<file path="config.mk">
export PLATFORM = sky130hd
export DESIGN_NAME = exc_stack_ctrl_flat
export DESIGN_NICKNAME = d
export VERILOG_FILES = /design/src/rtl/exc_pkg.sv /design/src/rtl/exc_stack_ctrl_if.sv /design/src/rtl/exc_frame_mux.sv /design/src/rtl/exc_stack_ctrl.sv /design/src/flat_wrapper.sv
export SDC_FILE = /design/constraint.sdc
export NUM_CORES = 1
export LEC_CHECK = 0
export BUFFER_PORTS_ARGS = -buffer_cell sky130_fd_sc_hd__buf_2
export CAP_MARGIN = 20
export CORE_AREA = 4 4 153 155
export CTS_CLUSTER_DIAMETER = 40
export CTS_CLUSTER_SIZE = 40
export DETAILED_ROUTE_END_ITERATION = 10
export DIE_AREA = 0 0 157 159
export GPL_TIMING_DRIVEN = 0
export PLACE_DENSITY = 0.62
export SLEW_MARGIN = 20
export SYNTH_ARGS = -nofsm -noshare
export SYNTH_HDL_FRONTEND = slang
export SYNTH_SLANG_ARGS = --single-unit
</file>
<file path="constraint.sdc">
create_clock -name clk -period 6.65 [get_ports clk]
set_input_delay 0.9975 -clock clk [delete_from_list [all_inputs] [get_ports clk]]
set_output_delay 0.9975 -clock clk [all_outputs]
set_load 0.01 [all_outputs]
</file>
<file path="src/rtl/exc_pkg.sv">
// Shared types and constants for the exception stack sequencer.
// The frame layout is eight words: R0-R3, R12, LR, PC, xPSR.
package exc_pkg;

    typedef enum logic [2:0] {
        ST_IDLE,
        ST_PUSH,
        ST_VEC,
        ST_ENTER,
        ST_POP,
        ST_RET
    } state_t;

    localparam logic [31:0] FRAME_BYTES    = 32'd32;
    localparam int          FRAME_BEATS    = 8;
    localparam logic [31:0] EXC_RETURN_VAL = 32'hFFFF_FFF9;

    localparam logic [2:0]  BEAT_R12  = 3'd4;
    localparam logic [2:0]  BEAT_LR   = 3'd5;
    localparam logic [2:0]  BEAT_PC   = 3'd6;
    localparam logic [2:0]  BEAT_XPSR = 3'd7;
    localparam logic [2:0]  BEAT_LAST = 3'(FRAME_BEATS - 1);
    localparam logic [3:0]  REG_R12   = 4'd12;

    function automatic logic [3:0] beat_to_reg(input logic [2:0] beat);
        return (beat == BEAT_R12) ? REG_R12 : {1'b0, beat};
    endfunction

    function automatic logic [31:0] xpsr_word(input logic [3:0] apsr, input logic [5:0] ipsr);
        return {apsr, 22'b0, ipsr};
    endfunction

endpackage

</file>
<file path="src/rtl/exc_stack_ctrl_if.sv">
// Word-addressed memory beat port; a beat holds until mem_ready is sampled high.
// master = sequencer side, slave = memory side.
interface exc_stack_ctrl_if;
    logic        mem_req;
    logic        mem_we;
    logic [31:0] mem_addr;
    logic [31:0] mem_wdata;
    logic [31:0] mem_rdata;
    logic        mem_ready;

    modport master (
        output mem_req, mem_we, mem_addr, mem_wdata,
        input  mem_rdata, mem_ready
    );

    modport slave (
        input  mem_req, mem_we, mem_addr, mem_wdata,
        output mem_rdata, mem_ready
    );
endinterface

</file>
<file path="src/rtl/exc_frame_mux.sv">
// Maps a frame beat index to its register-file index and push word.
// Purely combinational; no flow control.
module exc_frame_mux
    import exc_pkg::*;
(
    input  logic [2:0]  i_beat,
    input  logic [31:0] i_rn,
    input  logic [31:0] i_lr,
    input  logic [31:0] i_pc,
    input  logic [3:0]  i_apsr,
    input  logic [5:0]  i_ipsr,
    output logic [3:0]  o_reg_idx,
    output logic [31:0] o_word
);
    always_comb begin
        o_reg_idx = beat_to_reg(i_beat);
        case (i_beat)
            BEAT_LR:   o_word = i_lr;
            BEAT_PC:   o_word = i_pc;
            BEAT_XPSR: o_word = xpsr_word(i_apsr, i_ipsr);
            default:   o_word = i_rn;
        endcase
    end
endmodule

</file>
<file path="src/rtl/exc_stack_ctrl.sv">
// Exception entry/exit stack sequencer; EXC_PRIMASK_EN adds PRIMASK gating of entries.
// Entry done 11 cycles after accept, exit 9, at zero wait; each bus beat stalls until mem_ready.
module exc_stack_ctrl
    import exc_pkg::*;
#(
    parameter logic [31:0] VTOR_BASE = 32'h0000_0000
) (
    input  logic        clk,
    input  logic        rst,
    input  logic        exc_req,
    input  logic [5:0]  exc_num,
    input  logic        exc_ret,
    output logic        busy,
    output logic        done,
    exc_stack_ctrl_if.master mem,
    output logic [3:0]  addr_Rn,
    input  logic [31:0] Rn,
    input  logic [31:0] r_SP,
    input  logic [31:0] r_LR,
    input  logic [31:0] r_PC,
    input  logic [3:0]  r_APSR,
    input  logic [5:0]  r_IPSR,
    input  logic        r_PMask,
    output logic        ld_sp,
    output logic [31:0] w_SP,
    output logic        ld_lr,
    output logic [31:0] w_LR,
    output logic        ld_pc,
    output logic [31:0] w_PC,
    output logic        ld_rd,
    output logic [3:0]  addr_Rd,
    output logic [31:0] w_Rd,
    output logic        ld_apsr,
    output logic [3:0]  w_APSR,
    output logic        ld_ipsr,
    output logic [5:0]  w_IPSR
);
    state_t      r_state, w_next;
    logic [2:0]  r_beat;
    logic [31:0] r_base;
    logic [5:0]  r_num;
    logic [31:0] r_vec;
    logic        r_vec_ph;
    logic        w_take_entry;
    logic [3:0]  w_reg_idx;
    logic [31:0] w_word;
    logic [31:0] w_beat_addr;
    logic [31:0] w_vec_addr;

`ifdef EXC_PRIMASK_EN
    assign w_take_entry = exc_req && (!r_PMask || exc_num == 6'd2);
`else
    logic w_unused_pmask;
    assign w_unused_pmask = r_PMask;
    assign w_take_entry   = exc_req;
`endif

    assign w_beat_addr = r_base + {27'd0, r_beat, 2'b00};
    assign w_vec_addr  = VTOR_BASE + {24'd0, r_num, 2'b00};

    exc_frame_mux u_frame_mux (
        .i_beat    (r_beat),
        .i_rn      (Rn),
        .i_lr      (r_LR),
        .i_pc      (r_PC),
        .i_apsr    (r_APSR),
        .i_ipsr    (r_IPSR),
        .o_reg_idx (w_reg_idx),
        .o_word    (w_word)
    );

    always_ff @(posedge clk) begin
        if (rst) begin
            r_state  <= ST_IDLE;
            r_beat   <= 3'd0;
            r_base   <= 32'd0;
            r_num    <= 6'd0;
            r_vec    <= 32'd0;
            r_vec_ph <= 1'b0;
        end else begin
            r_state <= w_next;
            case (r_state)
                ST_IDLE: begin
                    r_beat   <= 3'd0;
                    r_vec_ph <= 1'b0;
                    if (w_take_entry) begin
                        r_base <= r_SP - FRAME_BYTES;
                        r_num  <= exc_num;
                    end else if (exc_ret) begin
                        r_base <= r_SP;
                    end
                end
                ST_PUSH, ST_POP: if (mem.mem_ready) r_beat <= r_beat + 3'd1;
                // One idle bus cycle separates the write burst from the vector fetch.
                ST_VEC: begin
                    if (!r_vec_ph) begin
                        r_vec_ph <= 1'b1;
                    end else if (mem.mem_ready) begin
                        r_vec    <= mem.mem_rdata & ~32'h1;
                        r_vec_ph <= 1'b0;
                    end
                end
                default: ;
            endcase
        end
    end

    always_comb begin
        w_next = r_state;
        case (r_state)
            ST_IDLE:  if (w_take_entry) w_next = ST_PUSH;
                      else if (exc_ret) w_next = ST_POP;
            ST_PUSH:  if (mem.mem_ready && r_beat == BEAT_LAST) w_next = ST_VEC;
            ST_VEC:   if (r_vec_ph && mem.mem_ready) w_next = ST_ENTER;
            ST_ENTER: w_next = ST_IDLE;
            ST_POP:   if (mem.mem_ready && r_beat == BEAT_LAST) w_next = ST_RET;
            ST_RET:   w_next = ST_IDLE;
            default:  w_next = ST_IDLE;
        endcase
    end

    always_comb begin
        busy          = (r_state != ST_IDLE);
        done          = 1'b0;
        mem.mem_req   = 1'b0;
        mem.mem_we    = 1'b0;
        mem.mem_addr  = 32'd0;
        mem.mem_wdata = 32'd0;
        addr_Rn       = 4'd0;
        ld_sp = 1'b0; w_SP = 32'd0;
        ld_lr = 1'b0; w_LR = 32'd0;
        ld_pc = 1'b0; w_PC = 32'd0;
        ld_rd = 1'b0; addr_Rd = 4'd0; w_Rd = 32'd0;
        ld_apsr = 1'b0; w_APSR = 4'd0;
        ld_ipsr = 1'b0; w_IPSR = 6'd0;
        case (r_state)
            ST_PUSH: begin
                mem.mem_req   = 1'b1;
                mem.mem_we    = 1'b1;
                mem.mem_addr  = w_beat_addr;
                mem.mem_wdata = w_word;
                if (r_beat < BEAT_LR) addr_Rn = w_reg_idx;
            end
            ST_VEC: begin
                mem.mem_req  = r_vec_ph;
                mem.mem_addr = r_vec_ph ? w_vec_addr : 32'd0;
            end
            ST_ENTER: begin
                ld_sp = 1'b1; w_SP = r_base;
                ld_pc = 1'b1; w_PC = r_vec;
                ld_lr = 1'b1; w_LR = EXC_RETURN_VAL;
                ld_ipsr = 1'b1; w_IPSR = r_num;
                done = 1'b1;
            end
            ST_POP: begin
                mem.mem_req  = 1'b1;
                mem.mem_addr = w_beat_addr;
                if (mem.mem_ready) begin
                    if (r_beat < BEAT_LR) begin
                        ld_rd = 1'b1; addr_Rd = w_reg_idx; w_Rd = mem.mem_rdata;
                    end else if (r_beat == BEAT_LR) begin
                        ld_lr = 1'b1; w_LR = mem.mem_rdata;
                    end else if (r_beat == BEAT_PC) begin
                        ld_pc = 1'b1; w_PC = mem.mem_rdata & ~32'h1;
                    end else begin
                        ld_apsr = 1'b1; w_APSR = mem.mem_rdata[31:28];
                        ld_ipsr = 1'b1; w_IPSR = mem.mem_rdata[5:0];
                    end
                end
            end
            ST_RET: begin
                ld_sp = 1'b1; w_SP = r_base + FRAME_BYTES;
                done  = 1'b1;
            end
            default: ;
        endcase
    end
endmodule

</file>
<file path="src/flat_wrapper.sv">
// flat-port wrapper written by rule: the top's interface ports become plain ports
module exc_stack_ctrl_flat import exc_pkg::*;
#(
    parameter logic [31:0] VTOR_BASE = 32'h0000_0000
)
  (clk, rst, exc_req, exc_num, exc_ret, busy, done, addr_Rn, Rn, r_SP, r_LR, r_PC, r_APSR, r_IPSR, r_PMask, ld_sp, w_SP, ld_lr, w_LR, ld_pc, w_PC, ld_rd, addr_Rd, w_Rd, ld_apsr, w_APSR, ld_ipsr, w_IPSR, mem_mem_req, mem_mem_we, mem_mem_addr, mem_mem_wdata, mem_mem_rdata, mem_mem_ready);
  exc_stack_ctrl_if mem_i ();
  input  logic clk;
  input  logic rst;
  input  logic exc_req;
  input  logic [5:0] exc_num;
  input  logic exc_ret;
  output logic busy;
  output logic done;
  output logic [3:0] addr_Rn;
  input  logic [31:0] Rn;
  input  logic [31:0] r_SP;
  input  logic [31:0] r_LR;
  input  logic [31:0] r_PC;
  input  logic [3:0] r_APSR;
  input  logic [5:0] r_IPSR;
  input  logic r_PMask;
  output logic ld_sp;
  output logic [31:0] w_SP;
  output logic ld_lr;
  output logic [31:0] w_LR;
  output logic ld_pc;
  output logic [31:0] w_PC;
  output logic ld_rd;
  output logic [3:0] addr_Rd;
  output logic [31:0] w_Rd;
  output logic ld_apsr;
  output logic [3:0] w_APSR;
  output logic ld_ipsr;
  output logic [5:0] w_IPSR;
  output wire logic [$bits(mem_i.mem_req)-1:0] mem_mem_req;
  output wire logic [$bits(mem_i.mem_we)-1:0] mem_mem_we;
  output wire logic [$bits(mem_i.mem_addr)-1:0] mem_mem_addr;
  output wire logic [$bits(mem_i.mem_wdata)-1:0] mem_mem_wdata;
  input wire logic [$bits(mem_i.mem_rdata)-1:0] mem_mem_rdata;
  input wire logic [$bits(mem_i.mem_ready)-1:0] mem_mem_ready;
  assign mem_mem_req = mem_i.mem_req;
  assign mem_mem_we = mem_i.mem_we;
  assign mem_mem_addr = mem_i.mem_addr;
  assign mem_mem_wdata = mem_i.mem_wdata;
  assign mem_i.mem_rdata = mem_mem_rdata;
  assign mem_i.mem_ready = mem_mem_ready;
  exc_stack_ctrl #(.VTOR_BASE(VTOR_BASE)) u_core (.clk(clk), .rst(rst), .exc_req(exc_req), .exc_num(exc_num), .exc_ret(exc_ret), .busy(busy), .done(done), .mem(mem_i), .addr_Rn(addr_Rn), .Rn(Rn), .r_SP(r_SP), .r_LR(r_LR), .r_PC(r_PC), .r_APSR(r_APSR), .r_IPSR(r_IPSR), .r_PMask(r_PMask), .ld_sp(ld_sp), .w_SP(w_SP), .ld_lr(ld_lr), .w_LR(w_LR), .ld_pc(ld_pc), .w_PC(w_PC), .ld_rd(ld_rd), .addr_Rd(addr_Rd), .w_Rd(w_Rd), .ld_apsr(ld_apsr), .w_APSR(w_APSR), .ld_ipsr(ld_ipsr), .w_IPSR(w_IPSR));
endmodule
</file>
---- Yosys cells after proc, flatten, opt, wreduce, memory -nomap -nowiden ----
Cells that the tools add are included.
storage, ports and cells
  flip-flop bits (word level) ............. 76
  latch bits .............................. 0
  bits in writable memories ............... 0
  ROM bits ................................ 0
  input port bits ......................... 182
  output and inout port bits .............. 220
  memories ................................ 0
cells by class
  add/sub/neg operators ................... 4
  multiply operators ...................... 0
  divide/modulo/power cells ............... 0
  $lt $le $gt $ge ......................... 1
  equal/unequal tests ..................... 14
  shifts and indexed selects .............. 0
  muxes and demuxes ....................... 66
  bitwise operators ....................... 0
  reductions and logical operators ........ 14
operators with widths
  cell                                                                    number
  32-bit 2-to-1 mux                                                       13
  32-bit one-hot mux with 2 select lines                                  4
  32-bit one-hot mux with 3 select lines                                  1
  4-bit 2-to-1 mux                                                        10
  32-bit by 5-bit adder with 32-bit output                                1
  32-bit by 6-bit adder with 32-bit output (second input constant)        1
  32-bit by 6-bit subtractor with 32-bit output (second input constant)   1
  6-bit 2-to-1 mux                                                        4
  1-bit 2-to-1 mux                                                        19
  3-bit equality test (second input constant)                             6
  3-bit 2-to-1 mux                                                        6
  3-bit one-hot mux with 4 select lines                                   1
  6-bit one-hot mux with 2 select lines                                   1
  1-bit one-hot mux with 2 select lines                                   5
  8-bit 2-to-1 mux                                                        1
  2-bit by 1-bit != test with 1-bit output (second input constant)        4
  3-bit by 2-bit equality test with 1-bit output (second input constant)  2
  3-bit one-hot mux with 2 select lines                                   1
  2-bit AND reduction                                                     3
  2-bit nonzero test                                                      3
  4-bit AND reduction                                                     1
  2-bit OR reduction                                                      2
  3-bit by 1-bit adder with 3-bit output (second input constant)          1
  3-bit by 1-bit equality test with 1-bit output (second input constant)  1
  6 further kinds                                                         7

---- Depth between registers and ports, before layout ----
Gate-level depths: netlist (run 1).
  depth in word-level cells ............... 6
  depth in mapped cells ................... 9
  gate-level depth less buffers ........... 8

---- By module ----
A second synthesis (run 1) with hierarchy kept.
unflattened totals
  cells, all modules ...................... 992
  area total of the unflattened synthesis .. 6952.9 µm²
by module, submodules not included
  module          instances  cells an instance  area an instance (µm²)
  exc_stack_ctrl  1          883                6047.0
  exc_frame_mux   1          109                905.9

---- Worst setup path after synthesis (run 1) ----
No wires, ideal clock.
  kind .................................... input-to-output
  start point ............................. input port mem_mem_ready
  end point ............................... output port w_LR[13]
  data arrival time ....................... 2.214 ns
  required time ........................... 5.653 ns
  path slack .............................. 3.438 ns
  cell stages on the path ................. 5
  path buffers ............................ 2
  cells stage by stage .................... clkbuf_1 > nand2_1 > nor3b_2 > clkbuf_1 > a21o_1
on the way
  cells in the longest elaborated chain, start to end .. 2
ends and longest elaborated chain
  what                                    line                   RTL
  start: declaration                      flat_wrapper.sv:41     input wire logic [$bits(mem_i.mem_ready)-1:0] mem_mem_ready;
  32-bit 2-to-1 mux                       exc_stack_ctrl.sv:158  if (mem.mem_ready) begin
  32-bit one-hot mux with 2 select lines  exc_stack_ctrl.sv:136  case (r_state)
  end: declaration                        flat_wrapper.sv:26     output logic [31:0] w_LR;
Every way passes these cells.

---- Worst setup path after layout (run 1) ----
  start point ............................. input port mem_mem_ready
  end point ............................... output port w_LR[2]
The elaborated chain is that of the path after synthesis.

==> results of run 1 <==
[cell type report]
| cell class | count | area (um^2) |
|---|---|---|
| inverter | 15 | 56.3 |
| antenna | 4 | 10.0 |
| clock buffer | 10 | 229 |
| tap | 280 | 350 |
| buffer | 97 | 407 |
| sequential | 76 | 1520 |
| timing repair buffer | 397 | 1990 |
| clock inverter | 6 | 113 |
| multi-input combinational | 750 | 4580 |
| fill | 2360 | 12600 |
[per-stage QoR]
| step | total power, W | setup slack, ns | utilization | cells |
|---|---|---|---|---|
| 2_1_floorplan | 0.000988 | 3.44 | - | 938 |
| 3_3_place_gp | 0.00130 | 2.30 | 0.408 | 1615 |
| 3_5_place_dp | 0.00131 | 2.28 | 0.408 | 1615 |
| 4_1_cts | 0.00189 | 2.28 | 0.424 | 1631 |
| 5_1_grt | 0.00199 | 2.10 | 0.424 | 1635 |
| 6_report | 0.00189 | 2.32 | 0.424 | 1635 |
[worst paths after layout]
path | start | end | cells past startpoint
setup reg to reg | u_core.r_state[2]$_SDFFE_PP0P_ | u_core.r_base[7]$_SDFFE_PP0P_ | 7
setup / recovery | mem_mem_ready | w_LR[2] | 7
hold / removal | u_core.r_vec[30]$_SDFFE_PP0P_ | u_core.r_vec[30]$_SDFFE_PP0P_ | 2
hold reg to reg | u_core.r_vec[30]$_SDFFE_PP0P_ | u_core.r_vec[30]$_SDFFE_PP0P_ | 2
[power groups by stage]
stage               Clock (W)  Sequential (W)  Combinational (W)
finish               0.000584        0.000559           0.000747
global route         0.000611        0.000566           0.000818
CTS                  0.000591        0.000557           0.000743
detailed placement          0        0.000568           0.000740
global placement            0        0.000567           0.000734
floorplan                   0        0.000546           0.000442
[worst min-delay path, cell delays in order, from the launching register on]
cell,delay [ns]
dfxtp_1,0.31
nand2_1,0.05
a21oi_1,0.05
[state kept, by name (all words and copies together), names as in the netlist]
signal           cells
u_core.r_num         6
u_core.r_vec_ph      1
u_core.r_beat        3
u_core.r_state       3
u_core.r_base       32
u_core.r_vec        31
[placed cells by master, fill, tap and decap left out, types with 5 or more instances in the layout]
cell type  Yosys  layout
o21ai_1       19      19
clkbuf_16      0       9
a21oi_1       71      71
nand2_1      137     137
dfxtp_1       76      76
xor2_1        24      24
buf_2         19     416
a22o_1        35      35
a31oi_1        7       7
and2_1        53      53
ha_1          10      10
a211oi_2       7       7
a211oi_1      17      17
nor2_1        94      94
nand3_1       28      28
xnor2_1       27      27
nor3_1        23      23
nor4_1         7       7
a222oi_1      32      32
a21o_1        36      36
or3_1         10      10
o21ai_0       25      25
nand2b_1       7       7
clkbuf_1      72      73
nand4_1       17      17
inv_1         14      14
mux2i_1        7       7
o31ai_1        5       5
[metal layers]
metal / vias up / track usage / wire length, um
li1: 4183 / - / -
met1: 4133 / 0.317 / 13500
met2: 441 / 0.434 / 16600
met3: 61 / 0.0421 / 2620
met4: 0 / 0.0844 / 902
met5: - / 0 / 0
[synth_stat cells, drive strengths merged, types with 2 or more instances]
library cell,number
a21o,36
o31ai,5
nand2,137
nand4,17
a222oi,32
o21a,2
or2,5
o22ai,3
or3,11
buf,25
nand3,29
nor2b,3
ha,10
nor3b,4
and3,2
xor2,24
xnor2,27
nor2,96
mux2i,7
nor3,25
inv,15
o21ai,44
a32o,4
dfxtp,76
nand4b,2
nand2b,7
nor4,11
and2,53
a31oi,7
and4,3
a211oi,24
a22o,35
and3b,2
clkbuf,72
a21oi,71
[cells by family after synthesis]
logic type,Yosys count
simple gates,411
compound gates,269
buf+inv,112
flops,76
xor+xnor,51
fa+ha+maj,11
mux,7
other cells,1
==> qor.yml, run 1 <==
pwr:
  switching_share: 0.396
  intPower_w: 0.00114
  ir_drop_mv: 0.136
  power-per-cell-area_nw_per_um2: 204
  seqPwrFrac: 0.296
  power.switching_w: 0.000749
  p_clk_frac: 0.309
  p_leak_nw: 4.60
  combPwrFrac: 0.396
timing:
  tightest_slew_ns: 1.05
  period_needed_ns: 4.33
  maxSlewHeadroom: 0.293
  whs_ns: 0.456
  fmax_mhz: 231
  min_period_over_period: 0.651
  slew_viol_final: 0
  skew_ns: 0.0106
  rsz0062_at_grt: "false"
  setup_viol: 0
  hold_violations: 0
  final.setup.tns_ns: 0
synth:
  ys_ff_latch: 76
  ys_warn_count: 0
  synth_edf_count: 0
  synth_compound_area_frac: 0.288
  synth_top_area_frac: 0.232
  synth.largest_area_cell: "dfxtp_1"
  synth_area_um2: 6570
  synthSimpleGateAreaFrac: 0.308
  ys_types: 60
  synthFlopType: "dfxtp_1"
  synth-seq-area-share: 0.232
  synth_area_leaders: "dfxtp_1, nand2_1, a21oi_1, nor2_1, and2_1"
  muxShareOfSynthArea: 0.0107
  synth-xor-area-share: 0.0680
  yosys.area_share.adder: 0.0221
  netlist_instances: 938
  synthArstFlopShare: 0
  synth_top_family_by_area: "simple AND/OR/NAND/NOR gates"
  postSynthAreaPerCell_um2: 7.00
  syn-num-nets: 1131
die:
  start_util: 0.301
  io_pins: 402
  die_w_um: 157
  rows: 54
  dieArea_um2: 25000
  die_h_um: 159
  core_um2: 21800
route:
  firstDrtPassIters: 8
  finalWirelength_mm: 33.6
  vias: 8818
  ant_nets: 0
  drc: 0
  drtIter0Drc: 868
  routedWlPerCell_um: 20.5
  viasPerCell: 5.39
layout:
  syn2layout_area_growth_pct: 40.9
  drive_above_1_share: 0.339
  postLayoutCellArea_um2: 9260
  final_nets: 1539
clocking:
  clk_latency_ns: 0.34
  clk_pin_slew_ns: 0.06
  clk_root_buffer_cell: "clkbuf_16"
  cts.htree.levels: 3
  cts-resized-gates: 0
  clock_sinks: 76
  cts_tree: "built"
  cts_buffers: 9
  cts.path.max_buffers: 2
  ctsHoldBuffers: 0
  postCtsSetupBuffers: 0
grt:
  grt.total_usage: 0.252
  grt_max_degree: 14
  grt-ovfl-total: 0
  grt_antenna_before_repair: 7
  grt_pass1_wl_mm: 49.4
  grt_pass1_vias: 8192
placement:
  place.gp.congestion: 0.946
  hpwl_mm: 27.1
  placed_cell_area_um2: 8900
  portBuffers: 397
min_path:
  hp-class: "reg2reg"
critical_path:
  crit_type: "in2out"
  worstPathRequired_ns: 5.65
  slowest_stage: "nor3b_2"
  rrSetupSlack_ns: 4.37
  cp.arrival_ns: 3.33
  crit_family: "buffers and inverters"
  end_kind: "primary output"
  critPathLaunchType: "primary input"
  cp_num_buf_inv: 4
  path_cells: "buf_2 > clkbuf_1 > nand2_1 > nor3b_2 > clkbuf_1 > and2_1 > buf_2"
  worstPathMaxFanout: 10
  slowest_delay_ns: 0.62
outcome:
  outcome: "finished clean"
flow_run:
  maxCapViolCount: 0
No activity file was read; power rests on OpenSTA's default activity.
==> run 2, diff against run 1 <==
--- a/config.mk
+++ b/config.mk
@@ -13,7 +13,7 @@
 export DETAILED_ROUTE_END_ITERATION = 10
 export DIE_AREA = 0 0 157 159
 export GPL_TIMING_DRIVEN = 0
-export PLACE_DENSITY = 0.62
+export PLACE_DENSITY = 0.64
 export SLEW_MARGIN = 20
 export SYNTH_ARGS = -nofsm -noshare
 export SYNTH_HDL_FRONTEND = slang
==> constraint.sdc (replaced) <==
create_clock -name clk -period 3.85 [get_ports clk]
set_input_delay 0.5775 -clock clk [delete_from_list [all_inputs] [get_ports clk]]
set_output_delay 0.5775 -clock clk [all_outputs]
set_load 0.01 [all_outputs]
==> qor.yml, run 2 (synthesis results as in run 1) <==
outcome:
  outcome: "finished clean"
critical_path:
  r2r_start: "u_core.r_state[2]$_SDFFE_PP0P_"
  cp-startpoint: "u_core.r_state[0]$_SDFFE_PP0P_"
  critPathLaunchType: "flop"
  worstPathRequired_ns: 3.27  # -2.38 ns
  end_kind: "primary output"
  worstPathMaxFanout: 10  # unchanged
  crit_type: "reg2out"
  cp.arrival_ns: 3.25  # -0.08 ns
die:
  core_um2: 21800  # unchanged
  die_h_um: 159  # unchanged
  dieArea_um2: 25000  # unchanged
  start_util: 0.301  # unchanged
  die_w_um: 157  # unchanged
  io_pins: 402  # unchanged
  rows: 54  # unchanged
placement:
  placed_cell_area_um2: 8900  # unchanged
  hpwl_mm: 27.4  # +1.1%
  pre_cts_ws_ns: 0.244  # -2.04 ns
  place.gp.congestion: 0.948  # +0.23%
  portBuffers: 397  # unchanged
layout:
  most-common-layout-cells: "buf_2, nand2_1, nor2_1"
  top_register: "u_core.r_base"
  postLayoutCellArea_um2: 9220  # -0.36%
  largestRegisters: "u_core.r_base: 32 flops, u_core.r_vec: 31 flops, u_core.r_num: 6 flops"
  register_area_um2: 1520  # unchanged
  largest_reg_flops: 32  # unchanged
  drive_above_1_share: 0.342  # +0.00296
  nFillCells: 2349  # -0.47%
  syn2layout_area_growth_pct: 40.4
  multi_input_area_um2: 4600  # +0.33%
  fin_util: 0.423  # -0.00155
  mostFrequentLayoutCell: "buf_2"
  final_nets: 1539  # unchanged
route:
  routedWlPerCell_um: 20.8  # +1.4%
  finalWirelength_mm: 34.1  # +1.5%
  drc: 0  # unchanged
  viasPerCell: 5.36  # -0.56%
  drtIter0Drc: 830  # -4.4%
  ant_nets: 0  # unchanged
  vias: 8779  # -0.44%
  firstDrtPassIters: 9  # +1
timing:
  tightest_slew_ns: 0.935  # -0.114 ns
  final.setup.tns_ns: 0  # unchanged
  maxSlewHeadroom: 0.370  # +0.0769
  layout_setup_ws_ns: 0.0208  # -2.30 ns
  slew_viol_final: 0  # unchanged
  min_period_over_period: 0.995
  fmax_mhz: 261
  skew_ns: 0.00883  # -0.00174 ns
  rsz0062_at_grt: "true"
  setup_viol: 0  # unchanged
  period_needed_ns: 3.83
  hold_violations: 0  # unchanged
flow_run:
  maxCapViolCount: 0  # unchanged
clocking:
  clk_root_buffer_cell: "clkbuf_16"
  clk_pin_slew_ns: 0.06  # about the same
  cts.htree.levels: 3  # unchanged
  clock_sinks: 76  # unchanged
  cts.path.max_buffers: 2  # unchanged
  cts_buffers: 9  # unchanged
  cts_tree: "built"
  clk_latency_ns: 0.35  # about the same
  ctsHoldBuffers: 0  # unchanged
grt:
  grt_pass1_wl_mm: 49.2  # -0.32%
  grt-ovfl-total: 0  # unchanged
  grt_max_degree: 15  # +1
  grt_pass1_vias: 7999  # -2.4%
  grt.total_usage: 0.255  # +0.00285
  grt_antenna_before_repair: 5  # -2
pwr:
  ir_drop_mv: 0.198  # +45%
  seqPwrFrac: 0.311  # +0.015
  p_leak_nw: 4.60  # -0.13%
  power_w: 0.00311  # +65%
  combPwrFrac: 0.415  # +0.019
  p_clk_frac: 0.274  # -0.035
  power-per-cell-area_nw_per_um2: 337  # +65%
  switching_share: 0.422  # +0.0262
  intPower_w: 0.00180  # +57%
  power.switching_w: 0.00131  # +75%
min_path:
  hp-class: "reg2reg"
  hp-start: "u_core.r_vec[6]$_SDFFE_PP0P_"
==> run 2: power groups by stage <==
stage / registers (W) / logic [W] / clock network [W]
floorplan: 0.000943 / 0.000763 / 0
global placement: 0.000982 / 0.00127 / 0
detailed placement: 0.000983 / 0.00128 / 0
CTS: 0.000966 / 0.00129 / 0.000863
global route: 0.000979 / 0.00142 / 0.000903
finish: 0.000968 / 0.00129 / 0.000851
==> run 2: what timing repair did <==
action	CTS	global route
endpoints found under the setup margin	24	61
buffers inserted	0	0
gates resized for setup	2	3
==> run 2: metal layers <==
layer / track usage / up-vias / part of all wire
li1: - / 4177 / -
met1: 0.320 / 4108 / 0.40
met2: 0.431 / 437 / 0.49
met3: 0.0386 / 57 / 0.076
met4: 0.110 / 0 / 0.033
met5: 0 / - / 0
==> run 2: metrics by stage <==
stage / instances / hold WS (ns)
after global placement: 1615 / 0.442
after detailed placement: 1615 / 0.447
after floorplan: 938 / 0.436
after CTS: 1631 / 0.455
final: 1637 / 0.456
after global routing: 1636 / 0.470
==> run 2: final timing paths <==
check,depth (start not counted),slack [ns],endpoint
worst min register to register,2,0.46,u_core.r_vec[6]$_SDFFE_PP0P_
worst max-delay path,8,0.02,w_IPSR[4]
worst max register to register,7,1.62,u_core.r_base[8]$_SDFFE_PP0P_
worst min-delay path,2,0.46,u_core.r_vec[6]$_SDFFE_PP0P_
==> run 2: layout make-up <==
cell class | instances | share of cell area
Antenna cell | 6 | 0.00163
Buffer | 97 | 0.0442
Clock buffer | 10 | 0.0259
Clock inverter | 6 | 0.00516
Inverter | 15 | 0.00611
Multi-Input combinational cell | 750 | 0.499
Sequential cell | 76 | 0.165
Tap cell | 280 | 0.0380
Timing Repair Buffer | 397 | 0.215
==> run 2: worst max-delay path: stages (launching register included) <==
cell      delay [ns]
dfxtp_1         0.31
clkbuf_1        0.19
nand2b_1        0.23
nor2_2          0.36
nand4_1         0.18
nor3_1          0.56
clkbuf_1        0.58
a22o_1          0.31
buf_2           0.17
==> run 3, diff against run 2 <==
--- a/config.mk
+++ b/config.mk
@@ -5,7 +5,7 @@
 export SDC_FILE = /design/constraint.sdc
 export NUM_CORES = 1
 export LEC_CHECK = 0
-export BUFFER_PORTS_ARGS = -buffer_cell sky130_fd_sc_hd__buf_2
+export BUFFER_PORTS_ARGS = -buffer_cell sky130_fd_sc_hd__buf_4
 export CAP_MARGIN = 20
 export CORE_AREA = 4 4 153 155
 export CTS_CLUSTER_DIAMETER = 40
==> qor.yml, run 3 (synthesis results as in run 1) <==
die:
  start_util: 0.301  # unchanged
  die_w_um: 157  # unchanged
  dieArea_um2: 25000  # unchanged
  die_h_um: 159  # unchanged
  io_pins: 402  # unchanged
  core_um2: 21800  # unchanged
  rows: 54  # unchanged
placement:
  portBuffers: 397  # unchanged
  hpwl_mm: 28.1  # +2.6%
  place.gp.congestion: 0.946  # -0.17%
pwr:
  p_clk_frac: 0.278  # +0.004
  switching_share: 0.390  # -0.0329
  ir_drop_mv: 0.189  # -4.1%
  power.switching_w: 0.00130  # -1.1%
  intPower_w: 0.00204  # +13%
  seqPwrFrac: 0.290  # -0.021
  combPwrFrac: 0.432  # +0.017
  p_leak_nw: 4.75  # +3.3%
  power-per-cell-area_nw_per_um2: 325  # -3.5%
clocking:
  clk_pin_slew_ns: 0.06  # about the same
  cts_buffers: 9  # unchanged
  clk_latency_ns: 0.34  # about the same
  cts.htree.levels: 3  # unchanged
  clk_root_buffer_cell: "clkbuf_16"
  cts_tree: "built"
  ctsHoldBuffers: 0  # unchanged
  clock_sinks: 76  # unchanged
  cts.path.max_buffers: 2  # unchanged
critical_path:
  crit_family: "simple AND/OR/NAND/NOR gates"
  crit_type: "reg2out"
  rrSetupSlack_ns: 1.54  # -0.08 ns
  cpMostUsedCell: "clkbuf_1"
  path_cells: "clkbuf_1 > nand2b_1 > nor2_2 > nand2_1 > nor3b_4 > clkbuf_1 > and2_1 > buf_4"
  critPathLaunchType: "flop"
  worstPathRequired_ns: 3.27  # about the same
  slowest_delay_ns: 0.53  # -0.05 ns
  worstPathMaxFanout: 10  # unchanged
  end_kind: "primary output"
  cp.arrival_ns: 3.04  # -0.21 ns
  slowest_stage: "nor3b_4"
  cp_num_buf_inv: 3  # unchanged
layout:
  mostFrequentLayoutCell: "buf_4"
  largestRegisters: "u_core.r_base: 32 flops, u_core.r_vec: 31 flops, u_core.r_num: 6 flops"
  top_register: "u_core.r_base"
  largest_reg_flops: 32  # unchanged
  register_area_um2: 1520  # unchanged
  most-common-layout-cells: "buf_4, nand2_1, nor2_1"
  multi_input_area_um2: 4610  # +0.22%
  drive_above_1_share: 0.342  # unchanged
  final_nets: 1539  # unchanged
  syn2layout_area_growth_pct: 56.1
  nFillCells: 2317  # -1.4%
timing:
  skew_ns: 0.00845  # -0.000384 ns
  period_needed_ns: 3.62  # -0.208 ns
  rsz0062_at_grt: "false"
  final.setup.tns_ns: 0  # unchanged
  slew_viol_final: 0  # unchanged
  tightest_slew_ns: 1.07  # +0.136 ns
  hold_violations: 0  # unchanged
  setup_viol: 0  # unchanged
  fmax_mhz: 276  # +5.8%
  whs_ns: 0.456  # +0.000274 ns
  maxSlewHeadroom: 0.278  # -0.0915
  min_period_over_period: 0.940  # -0.0541
route:
  viasPerCell: 5.37  # +0.13%
  drc: 0  # unchanged
  finalWirelength_mm: 34.9  # +2.4%
  drtIter0Drc: 822  # -0.96%
  vias: 8785  # +0.068%
  routedWlPerCell_um: 21.3  # +2.4%
  ant_nets: 0  # unchanged
  firstDrtPassIters: 8  # -1
grt:
  grt_antenna_before_repair: 5  # unchanged
  grt_pass1_wl_mm: 50.4  # +2.4%
  grt-ovfl-total: 0  # unchanged
  grt_pass1_vias: 8235  # +3.0%
  grt.total_usage: 0.259  # +0.00442
  grt_max_degree: 14  # -1
flow_run:
  maxCapViolCount: 0  # unchanged
min_path:
  hp-class: "reg2reg"
outcome:
  outcome: "finished clean"
run 3: metrics by stage:
step / instances / util / cell area (um^2) / setup WS, ns / power (W)
after global placement: 1615 / 0.454 / 9900 / 0.250 / 0.00240
after CTS: 1631 / 0.468 / 10200 / 0.0400 / 0.00335
final: 1636 / 0.470 / 10300 / 0.229 / 0.00334
after detailed placement: 1615 / 0.454 / 9900 / 0.214 / 0.00241
after global routing: 1636 / 0.470 / 10300 / 0.00330 / 0.00352
after floorplan: 938 / - / 6570 / 1.29 / 0.00171
run 3: path summary, 6_finish.rpt:
path | cells after the start | endpoint | startpoint
setup / recovery | 8 | w_LR[2] | u_core.r_state[0]$_SDFFE_PP0P_
setup reg to reg | 7 | u_core.r_base[5]$_SDFFE_PP0P_ | u_core.r_state[2]$_SDFFE_PP0P_
hold / removal | 2 | u_core.r_vec[5]$_SDFFE_PP0P_ | u_core.r_vec[5]$_SDFFE_PP0P_
hold reg to reg | 2 | u_core.r_vec[5]$_SDFFE_PP0P_ | u_core.r_vec[5]$_SDFFE_PP0P_
run 3: area by class of cell:
| class | count | area share |
|---|---|---|
| inverters | 15 | 0.00549 |
| clock inverters | 6 | 0.00842 |
| diodes | 5 | 0.00122 |
| multi-input cells | 750 | 0.450 |
| repair buffers | 397 | 0.291 |
| flip-flops and latches | 76 | 0.148 |
| clock buffers | 10 | 0.0223 |
| well taps | 280 | 0.0342 |
| plain buffers | 97 | 0.0397 |
run 3: timing repair:
action,4_1_cts,5_1_grt
setup buffers,0,0
resized for setup,1,4
endpoints found under the setup margin,13,27
run 3: power groups by stage:
| stage | sequential (W) | combinational, W | clock (W) |
|---|---|---|---|
| after CTS | 0.000965 | 0.00144 | 0.000945 |
| final | 0.000967 | 0.00144 | 0.000928 |
| after global routing | 0.000977 | 0.00156 | 0.000982 |
| after floorplan | 0.000943 | 0.000763 | 0 |
| after global placement | 0.000981 | 0.00142 | 0 |
| after detailed placement | 0.000983 | 0.00143 | 0 |
run 3: routing by layer:
metal,vias to the layer above,GRT usage,part of all wire
li1,4180,-,-
met1,4175,0.321,0.40
met2,382,0.455,0.50
met3,48,0.0364,0.069
met4,0,0.0927,0.027
met5,-,0,0
run 3: worst register-to-register path, delay by kind of cell (launching register included):
| family | cells | cell delay [ns] |
|---|---|---|
| compound gates | 1 | 0.11 |
| buf+inv | 4 | 0.97 |
| flops | 1 | 0.33 |
| simple gates | 2 | 0.77 |
